[config.mk]
export PLATFORM = sky130hd
export DESIGN_NAME = aes_round_ctrl
export DESIGN_NICKNAME = d
export VERILOG_FILES = /design/src/rtl/aes_round_ctrl.sv
export SDC_FILE = /design/constraint.sdc
export NUM_CORES = 1
export LEC_CHECK = 0
export CAP_MARGIN = 10
export CORE_MARGIN = 2
export CORE_UTILIZATION = 41
export DETAILED_ROUTE_END_ITERATION = 12
export DONT_BUFFER_PORTS = 1
export HOLD_SLACK_MARGIN = 0.03
export SLEW_MARGIN = 20
export SYNTH_ARGS = -nofsm -noshare
export SYNTH_HDL_FRONTEND = slang
export SYNTH_SLANG_ARGS = --single-unit
[constraint.sdc]
create_clock -name clk -period 4.3 [get_ports clk]
set_input_delay 0.86 -clock clk [delete_from_list [all_inputs] [get_ports clk]]
set_output_delay 0.86 -clock clk [all_outputs]
set_load 0.05 [all_outputs]
[src/rtl/aes_round_ctrl.sv]
// aes_round_ctrl: steps one AES block through INIT, NR-1 full rounds and FINAL,
// driving stage enables, round-key select and input mux with valid/ready handshakes.
module aes_round_ctrl #(
  parameter int NR        = 10,
  parameter int STAGE_LAT = 1
) (
  input  logic       clk,
  input  logic       rst_n,
  input  logic       in_valid,
  output logic       in_ready,
  input  logic       key_ready,
  input  logic       abort,
  output logic       out_valid,
  input  logic       out_ready,
  output logic       load_sel,
  output logic [3:0] round_idx,
  output logic       sub_en,
  output logic       mix_en,
  output logic       ark_en,
  output logic       last_round,
  output logic       busy
);
  localparam int SCW = STAGE_LAT > 1 ? $clog2(STAGE_LAT) : 1;
  localparam logic [SCW-1:0] SC_LAST = SCW'(STAGE_LAT - 1);
  localparam logic [3:0] IDX_LAST = 4'(NR);
  typedef enum logic [2:0] {IDLE, INIT, ROUND, FINAL, DONE} state_e;
  state_e         state_q, state_d;
  logic [3:0]     idx_q, idx_d;
  logic [SCW-1:0] sc_q, sc_d;
  logic           active, step, xfer;
  always_ff @(posedge clk or negedge rst_n)
    if (!rst_n) begin
      state_q <= IDLE;
      idx_q   <= '0;
      sc_q    <= '0;
    end else begin
      state_q <= state_d;
      idx_q   <= idx_d;
      sc_q    <= sc_d;
    end
  assign active = state_q inside {INIT, ROUND, FINAL};
  assign step   = active && key_ready;
  assign xfer   = in_valid && in_ready;
  // A round completes on the last stage cycle; FINAL keeps idx at NR into DONE.
  always_comb begin
    state_d = state_q;
    idx_d   = idx_q;
    sc_d    = sc_q;
    if (abort) begin
      state_d = IDLE;
      idx_d   = '0;
      sc_d    = '0;
    end else if (xfer) begin
      state_d = INIT;
      idx_d   = '0;
      sc_d    = '0;
    end else if (state_q == DONE && out_ready) begin
      state_d = IDLE;
      idx_d   = '0;
    end else if (step) begin
      sc_d = sc_q == SC_LAST ? '0 : sc_q + 1'b1;
      if (sc_q == SC_LAST) begin
        idx_d   = state_q == FINAL ? idx_q : idx_q + 4'd1;
        state_d = state_q == FINAL ? DONE : (idx_q + 4'd1 == IDX_LAST ? FINAL : ROUND);
      end
    end
  end
  always_comb begin
    in_ready   = !abort && (state_q == IDLE || (state_q == DONE && out_ready));
    out_valid  = state_q == DONE;
    load_sel   = state_q == INIT;
    round_idx  = idx_q;
    ark_en     = step;
    sub_en     = key_ready && (state_q == ROUND || state_q == FINAL);
    mix_en     = key_ready && state_q == ROUND;
    last_round = state_q == FINAL;
    busy       = state_q != IDLE;
  end
endmodule

### Yosys cells after proc, flatten, opt, wreduce, memory -nomap -nowiden

Index checks and enable logic that the tools add are counted.
Widths: inputs -> output; s select.

| storage, ports and cells | value |
|---|---|
| bits in registers | 8 |
| input port bits | 6 |

| cells by class | value |
|---|---|
| equality and inequality tests | 8 |
| multiplexer cells | 18 |
| reductions and logical operators | 17 |
| $add $sub $neg | 2 |

Operators with widths:

| kind | number |
|---|---|
| $mux 4 | 6 |
| $mux 3 | 6 |
| $reduce_bool 3->1 | 3 |
| $ne 4x2->1 const B | 2 |
| $eq 3x2->1 const B | 2 |
| $logic_and 1x1->1 | 6 |
| $mux 1 | 6 |
| $add 4x1->4 const B | 1 |
| $eq 4x4->1 const B | 1 |
| $reduce_and 2->1 | 2 |
| $reduce_bool 4->1 | 1 |
| $eq 3x1->1 const B | 1 |
| $eq 3x3->1 const B | 1 |
| $logic_not 3->1 | 1 |
| $ne 3x3->1 const B | 1 |
| $reduce_and 3->1 | 1 |
| $logic_or 1x1->1 | 2 |
| $add 1x1->1 const B | 1 |
| $logic_not 1->1 | 1 |

### Depth between registers and ports, before layout

| logic depth | value |
|---|---|
| word-level depth | 9 |
| depth in mapped cells | 6 |
| gate-level depth less buffers | 5 |

### Worst setup path before layout

Ideal clock, no wire load.

| path | value |
|---|---|
| path type | input-to-output |
| start | input port out_ready |
| end | output port in_ready |
| arrival | 3.470 ns |
| slack | -0.030 ns |
| cell stages on the path | 2 |
| cell sequence | inv_1 > a2111oi_0 |

| on the way | value |
|---|---|
| cells in the longest elaborated chain, start to end | 3 |

Ends and longest elaborated chain:

| item | RTL line | RTL |
|---|---|---|
| start, declared | 14 | `input logic out_ready,` |
| $logic_and 1x1->1 | 69 | `in_ready = !abort && (state_q == IDLE \|\| (state_q == DONE && out_ready));` |
| $logic_or 1x1->1 | 69 |  |
| $logic_and 1x1->1 | 69 |  |
| end, declared | 10 | `output logic in_ready,` |

No other way between the ends.

### Worst setup path in the final report

| path | value |
|---|---|
| start | input port key_ready |
| end | output port mix_en |

| on the way | value |
|---|---|
| cells in the longest elaborated chain, start to end | 1 |

Ends and longest elaborated chain:

| item | RTL line | RTL |
|---|---|---|
| start, declared | 11 | `input logic key_ready,` |
| $logic_and 1x1->1 | 75 | `mix_en = key_ready && state_q == ROUND;` |
| end, declared | 18 | `output logic mix_en,` |

No other way between the ends.

==> impl_metrics.yaml <==
placement:
  io_buffers: 0
  place_area_sq_um: 554
  dpl.cell_count: 71
  pre_cts_slack_ns: 1.59
  gp_congestion: 0.694
  dp_hpwl_um: 769
detailed_routing:
  wl_um: 987
  post-route-drc-count: 0
  vias: 396
  firstDrtPassIters: 2
  postRouteAntennaNets: 0
  drt_iter0_drc: 1
  vias_per_cell: 5.28
  wl_per_cell_um: 13.2
layout:
  layout.nets: 69
  synthToLayoutAreaGrowth_pct: 8.41
  stdcell_area_sq_um: 581
  drive_gt1_share_pct: 20.0
  final_core_util_pct: 46.4
  diodes: 0
  finalNonFillerCells: 75
die:
  start_util_pct: 42.8
  die_x_um: 40.1
  io_pins: 18
  placement_rows: 13
  die_y_um: 40.1
  fp.dieArea_sq_um: 1610
  core_sq_um: 1250
setup_path:
  cp_max_fo: 3
  required_ns: 3.44
  start_kind: "primary input"
  ff2ff_setup_slack_ns: 2.20
  crit_path_end_kind: "output port"
  reg2reg_from: "state_q[2]"
  critical_path_class: "in2out"
  rr_worst_depth: 4
  worstReg2RegEnd: "state_q[0]"
  arrival_ns: 1.84
timing:
  slew-limit-headroom_pct: 41.0
  finalHoldViolCount: 0
  setup_ws_ns: 1.60
  rsz0062_at_grt: "no"
  period_minus_slack_ns: 2.70
  fin_skew_ns: 0.00191
  period_share_pct: 62.8
  setup_viol: 0
  finalMaxSlewViolations: 0
  tightest_slew_ns: 0.881
  max_freq_mhz: 370
  holdWs_ns: 0.309
  totalNegativeSetupSlack_ns: 0
power:
  peakVddDrop_uv: 130
  p_total_mw: 0.198
  power.leakage_nw: 0.267
  power_density_nw_per_um2: 341
grt:
  gr-total-overflow: 0
  grt_max_degree: 11
  grt_first_pass_wirelength_mm: 1.46
  grt_util_all_layers_pct: 14.1
  antenna_found_initial: 0
  grt_pass1_vias: 339
synth:
  synth_top_area_share_pct: 32.7
  yosysTopAreaCell: "dfrtp_1"
  async_flop_share_pct: 100
  synth_warnings: 0
  syn_area_per_cell_sq_um: 9.23
  synth_area_sq_um: 536
  ys_ff_latch: 7
  post_synth_num_cell_types: 33
  synth_edf_count: 0
  syn-num-nets: 66
  netlist_instances: 58
  ys_seq_area_share_pct: 32.7
  ys.flop_type: "dfrtp_1"
  synth_area_leaders: "dfrtp_1 33%, mux2_1 6.3%, ha_1 4.7%"
clock_tree:
  cts_tree: "built"
  hold_buffers: 0
  cts_root_buf: "clkbuf_4"
  cts.repair.resized: 0
  clk_pin_slew_ns: 0.05
  clockBufferDepth: 2
  cts_sinks: 7
  htreeDepth: 1
  cts_made_buffers: 3
  cts_setup_buffers: 0
  insertion_delay_ns: 0.24
flow_run:
  drv_cap: 0
hold_path:
  hp-class: "in2async"
outcome:
  status: "completed"
==> kinds of logic after synthesis <==
logic type / synth area share [%]
buf+inv: 9.34
simple gates: 26.9
flops: 32.7
mux: 6.31
fa+ha+maj: 4.67
xor+xnor: 4.91
compound gates: 15.2
==> worst max-delay path by stage <==
| stage | slack, ns | from | cells after the start | end |
|---|---|---|---|---|
| after floorplan | 0.67 | out_ready | 2 | in_ready |
| after global placement | 1.61 | key_ready | 4 | mix_en |
| after detailed placement | 1.59 | key_ready | 4 | mix_en |
| after CTS | 1.59 | key_ready | 4 | mix_en |
| after global routing | 1.53 | key_ready | 4 | mix_en |
| final | 1.60 | key_ready | 4 | mix_en |
==> per-layer routing <==
metal	part of all wire [%]	GRT usage, %	routed length (um)
met5	0	0	0
met4	0.51	10.3	5
met2	43	20.6	426
met1	48	17.9	473
met3	8.3	3.33	82
==> report_power, final <==
part / internal [mW] / total [mW] / switching [mW] / leakage (nW)
sequential: 0.0695 / 0.0825 / 0.0130 / 0.0963
clock: 0.0352 / 0.0567 / 0.0215 / 0.0150
combinational: 0.0163 / 0.0587 / 0.0423 / 0.156
==> state kept, by name, indices dropped and copies added (netlist names) <==
signal     flops
state_q        3
round_idx      4
==> worst max-delay path, cell delays in order <==
cell,delay [ns]
nor2b_1,0.12
and2_1,0.46
nor2b_1,0.19
buf_4,0.20
==> cells in the final DEF, fill, tap and decap left out, types with 2 or more instances in the layout <==
cell type,netlist,layout
a21oi_1,2,2
and2_1,2,2
buf_4,2,2
clkbuf_4,0,3
dfrtp_1,7,7
ha_1,2,2
inv_1,5,5
mux2_1,3,3
nand2_1,2,2
nand3_1,2,2
nor2_1,3,3
nor2b_1,3,3
nor3b_2,0,2
o21ai_1,2,2
xor2_1,2,2
==> Yosys cell counts, types with 2 or more instances <==
cell     instances
o21ai_1          2
a21oi_1          2
inv_1            5
nand2_1          2
nor2b_1          3
nor2_1           3
ha_1             2
xor2_1           2
nand3_1          2
mux2_1           3
buf_4            2
and2_1           2
dfrtp_1          7
nor3b_1          2
==> layout make-up <==
type                            instances  area, sq um
Clock buffer                            4         26.3
Fill cell                             121          672
Inverter                                5         18.8
Multi-Input combinational cell         42          327
Sequential cell                         7          175
Tap cell                               15         18.8
Timing Repair Buffer                    2         15.0
Note: power is estimated with default switching activity, not from simulation.
